===== config.mk =====
export PLATFORM = sky130hd
export DESIGN_NAME = rb_seq
export DESIGN_NICKNAME = d
export VERILOG_FILES = /design/src/rtl/rb_seq_pkg.sv /design/src/rtl/rb_seq.sv
export SDC_FILE = /design/constraint.sdc
export NUM_CORES = 1
export LEC_CHECK = 0
export ABC_AREA = 0
export BUFFER_PORTS_ARGS = -buffer_cell sky130_fd_sc_hd__buf_2
export CORE_ASPECT_RATIO = 0.5
export CORE_MARGIN = 2
export CORE_UTILIZATION = 40
export DETAILED_ROUTE_END_ITERATION = 6
export SYNTH_ARGS = -nofsm -noshare
export SYNTH_HDL_FRONTEND = slang
export SYNTH_SLANG_ARGS = --single-unit

===== constraint.sdc =====
create_clock -name clk -period 2.2 [get_ports clk]
set_input_delay 0.11 -clock clk [delete_from_list [all_inputs] [get_ports clk]]
set_output_delay 0.11 -clock clk [all_outputs]
set_load 0.02 [all_outputs]

===== src/rtl/rb_seq_pkg.sv =====
// Shared types and constants for the register-bank transfer sequencer.
package rb_seq_pkg;

    typedef enum logic [1:0] {
        OP_LOAD  = 2'd0,
        OP_MOVE  = 2'd1,
        OP_SWAP  = 2'd2,
        OP_CLEAR = 2'd3
    } rb_seq_op_t;

    typedef enum logic [2:0] {
        ST_IDLE = 3'd0,
        ST_RD   = 3'd1,
        ST_WR1  = 3'd2,
        ST_WR2  = 3'd3,
        ST_CLR  = 3'd4
    } rb_seq_state_t;

    localparam int         RB_SEL_W       = 4;
    localparam int         RB_NREGS       = 16;
    localparam logic [3:0] RB_HIDDEN_BASE = 4'h8;

endpackage


===== src/rtl/rb_seq.sv =====
// Sequencer that runs LOAD/MOVE/SWAP/CLEAR as fixed multi-cycle transfers on the
// register bank's select/write port.
//
// state | meaning
// IDLE  | ready for a command; bank port idle
// RD    | source (and dest for SWAP) on read ports, captured into t0/t1
// WR1   | write dst with immediate (LOAD) or t0
// WR2   | SWAP only: write src with t1
// CLR   | write zero to register cnt, cnt 0..15
module rb_seq
    import rb_seq_pkg::*;
#(
    parameter int DW = 16,
    parameter int SW = 4
) (
    input  logic            clk,
    input  logic            rst,
    input  logic            cmd_valid,
    output logic            cmd_ready,
    input  rb_seq_op_t      cmd_op,
    input  logic [SW-1:0]   cmd_dst,
    input  logic [SW-1:0]   cmd_src,
    input  logic [DW-1:0]   cmd_data,
    output logic            done,
    output logic [3*SW-1:0] rs_out,
    output logic            rw_out,
    output logic [DW-1:0]   d_out,
    input  logic [DW-1:0]   a_in,
    input  logic [DW-1:0]   b_in
);

    rb_seq_state_t state_q, state_d;
    rb_seq_op_t    op_q, op_d;
    logic [SW-1:0] dst_q, dst_d, src_q, src_d, cnt_q, cnt_d;
    logic [DW-1:0] data_q, data_d, t0_q, t0_d, t1_q, t1_d;
    logic          done_q, done_d;
    logic          rw_moore;

    always_ff @(posedge clk) begin
        if (rst) begin
            state_q <= ST_IDLE;
            op_q    <= OP_LOAD;
            dst_q   <= '0;
            src_q   <= '0;
            cnt_q   <= '0;
            data_q  <= '0;
            t0_q    <= '0;
            t1_q    <= '0;
            done_q  <= 1'b0;
        end else begin
            state_q <= state_d;
            op_q    <= op_d;
            dst_q   <= dst_d;
            src_q   <= src_d;
            cnt_q   <= cnt_d;
            data_q  <= data_d;
            t0_q    <= t0_d;
            t1_q    <= t1_d;
            done_q  <= done_d;
        end
    end

    always_comb begin
        state_d   = state_q;
        op_d      = op_q;
        dst_d     = dst_q;
        src_d     = src_q;
        cnt_d     = cnt_q;
        data_d    = data_q;
        t0_d      = t0_q;
        t1_d      = t1_q;
        done_d    = 1'b0;
        cmd_ready = 1'b0;
        rs_out    = '0;
        rw_moore  = 1'b0;
        d_out     = '0;
        case (state_q)
            ST_IDLE: begin
                cmd_ready = 1'b1;
                if (cmd_valid) begin
                    op_d   = cmd_op;
                    dst_d  = cmd_dst;
                    src_d  = cmd_src;
                    data_d = cmd_data;
                    cnt_d  = '0;
                    case (cmd_op)
                        OP_LOAD:          state_d = ST_WR1;
                        OP_MOVE, OP_SWAP: state_d = ST_RD;
                        OP_CLEAR:         state_d = ST_CLR;
                        default:          state_d = ST_IDLE;
                    endcase
                end
            end
            ST_RD: begin
                rs_out = {{SW{1'b0}}, src_q, (op_q == OP_SWAP) ? dst_q : {SW{1'b0}}};
                t0_d   = a_in;
                if (op_q == OP_SWAP) t1_d = b_in;
                state_d = ST_WR1;
            end
            ST_WR1: begin
                rs_out   = {dst_q, {2*SW{1'b0}}};
                rw_moore = 1'b1;
                d_out    = (op_q == OP_LOAD) ? data_q : t0_q;
                if (op_q == OP_SWAP) begin
                    state_d = ST_WR2;
                end else begin
                    state_d = ST_IDLE;
                    done_d  = 1'b1;
                end
            end
            ST_WR2: begin
                rs_out   = {src_q, {2*SW{1'b0}}};
                rw_moore = 1'b1;
                d_out    = t1_q;
                state_d  = ST_IDLE;
                done_d   = 1'b1;
            end
            ST_CLR: begin
                rs_out   = {cnt_q, {2*SW{1'b0}}};
                rw_moore = 1'b1;
                cnt_d    = cnt_q + SW'(1);
                if (cnt_q == {SW{1'b1}}) begin
                    state_d = ST_IDLE;
                    done_d  = 1'b1;
                end
            end
            default: state_d = ST_IDLE;
        endcase
    end

    // Gating with rst keeps a reset edge from committing a half-finished transfer.
    assign rw_out = rw_moore & ~rst;
    assign done   = done_q;

endmodule


==> results_dict.tcl <==
set metrics [dict create \
    ctsRootBufferMaster "clkbuf_16" \
    synth_top_cell_by_area "dfxtp_1" \
    io_buffers 91 \
    power.share.sequential_pct 40.8 \
    final_cell_count_no_fill 568 \
    ant_nets 0 \
    rsz0062_at_grt "no" \
    postSynthAreaPerCell_um2 7.80 \
    switching_share_pct 25.8 \
    cts_num_sinks 66 \
    synth.distinct_cells 35 \
    htreeDepth 3 \
    fin_nets 531 \
    finalCritPeriodShare_pct 88.2 \
    cts_buffers 9 \
    worst_clock_skew_ps 2.45 \
    p_int_uw 2380 \
    grtUsageTotal_pct 19.3 \
    power.switching_uw 827 \
    netlist_instances 388 \
    maxCapViolCount 0 \
    drive_above_1_share_pct 26.5 \
    initial_core_util_pct 41.3 \
    status "finished, final reports clean" \
    synth_top_area_share_pct 43.7 \
    first_pass_iters 4 \
    peakVddDrop_mv 0.413 \
    gp_congestion 0.767 \
    grt_pass1_wl_um 12400 \
    first_global_vias 2580 \
    place_hpwl_um 5430 \
    synth_ff_type "dfxtp_1" \
    syn_to_final_growth_pct 27.6 \
    multi_input_comb_area_mm2 0.00154 \
    clk_pin_slew_ps 50 \
    power_frac_clock_pct 44.9 \
    r2r_slack_ps 590 \
    fill_cells 759 \
    vias 2861 \
    mappedNetlistNets 452 \
    worstSetupPathType "reg -> out" \
    synth.cell_area_mm2 0.00303 \
    cts_buffer_depth 2 \
    core_area_mm2 0.00732 \
    dieWidth_um 127 \
    setup.worst_path.start_class "flip-flop" \
    diodes 0 \
    regArea_mm2 0.00132 \
    min_period_ps 1940 \
    post_cts_buffers 0 \
    grt_max_degree 39 \
    async_flop_share_pct 0 \
    drt_iter0_drc 130 \
    tns_ps 0 \
    num_io_pins 92 \
    rows 22 \
    end_kind "output pin" \
    vias_per_cell 5.04 \
    dp.cells 551 \
    cp.required_ps 2090 \
    yosysSeqAreaShare_pct 43.7 \
    worst_pin_slew_ps 679 \
    route.detailed.wl_per_inst_um 13.8 \
    crit_arrival_ps 1830 \
    p_leak_uw 0.00165 \
    grt_antenna_before_repair 0 \
    cp_max_fo 16 \
    routed_wl_um 7860 \
    die_area_mm2 0.00832 \
    fp.dieH_um 65.5 \
    setup_viol 0 \
    p_per_area_mw_per_mm2 830 \
    synth-edff-count 0 \
    overflow 0 \
    ys_ff_latch 66 \
    cts_tree "done" \
    slew_violations 0 \
    hp-class "in -> reg" \
    yosys-top-cells-area "dfxtp_1, nand2_1, a21oi_1" \
    yosys_warnings 0 \
    fmax_mhz 515 \
    hold_viol 0 \
    combPwrFrac_pct 14.3 \
    slew_headroom_pct 54.7 \
    drc_errors 0 \
    clk_latency_ps 330 \
]
## final timing paths
kind,start,end,cells after the start
max,state_q[2],d_out[9],4
min reg2reg,t0_q[12],t0_q[12],2
max reg2reg,state_q[2],cnt_q[2],3
min,a_in[14],t0_q[14],3
## cells in the final DEF, fill, tap and decap left out, types with 4 or more instances in the layout
master / netlist / final
nand2b_1: 4 / 4
buf_4: 4 / 8
and2_1: 4 / 4
o21ai_0: 32 / 32
buf_2: 5 / 91
dfxtp_1: 66 / 66
and3_1: 4 / 4
clkbuf_16: 0 / 9
mux2i_1: 20 / 20
nand2_1: 107 / 107
a21oi_1: 63 / 63
o21ai_1: 4 / 4
nand3_1: 20 / 20
## cell type report
class	count	share of cell area [%]
tap	96	3.11
sequential	66	34.2
inverter	2	0.194
multi-input combinational	286	39.9
clock buffer	11	6.55
timing repair buffer	102	14.7
clock inverter	5	1.36
## power by group through the flow
stage	combinational, µW	sequential [µW]	clock (µW)
after global placement	459	1330	0
after floorplan	317	1310	0
after global routing	512	1310	1530
final	458	1310	1440
after detailed placement	458	1330	0
after CTS	460	1310	1470
## timing repair
item | CTS | global route
hold buffers | 1 | 0
endpoints found under the setup margin | 0 | 4
endpoints found under the hold margin | 2 | 0
resized for setup | 0 | 2
## sequential cells by signal (all words and copies together), names as in the netlist
signal   cells
cnt_q        4
data_q      16
done         1
dst_q        4
op_q         2
src_q        4
state_q      3
t0_q        16
t1_q        16
## cells by family after synthesis
group / share of synthesized area (%)
buffers and inverters: 5.91
adders and majority gates: 1.24
DFF: 43.7
AOI/OAI and AO/OA: 18.8
and+or+nand+nor: 23.7
muxes: 6.62
## worst max-delay path: stages (launching register included)
cell	delay, ps
dfxtp_1	430
and3b_1	660
nand2_1	130
o21ai_0	90
buf_2	180
## Yosys cell counts, drive strengths merged, types with 2 or more instances
| master | count |
|---|---|
| nand2 | 107 |
| nor3b | 2 |
| and3 | 4 |
| nor3 | 3 |
| ha | 3 |
| mux2i | 20 |
| clkbuf | 22 |
| inv | 2 |
| dfxtp | 66 |
| nand3 | 20 |
| a311oi | 2 |
| or3b | 3 |
| buf | 12 |
| and2 | 4 |
| nor2 | 3 |
| a21oi | 63 |
| o21ai | 36 |
| nand2b | 4 |
## metrics by stage
stage	utilization, %	power, µW	worst slack [ps]	cell area [µm²]	hold WS (ps)
2_1_floorplan	-	1630	469	3030	246
3_3_place_gp	48.3	1790	536	3540	339
3_5_place_dp	48.3	1790	475	3540	339
4_1_cts	52.6	3240	136	3850	2.12
5_1_grt	52.7	3360	83.3	3860	4.41
6_report	52.7	3200	259	3860	9.68
## routing by layer
metal / GRT usage, % / vias up / part of all wire (%)
met1: 23.5 / 1314 / 47
met4: 5.77 / 0 / 0.99
met3: 7.17 / 9 / 5.7
met2: 32.3 / 63 / 46
met5: 0 / - / 0
li1: - / 1475 / -
Power figures use the tool's default switching activity.
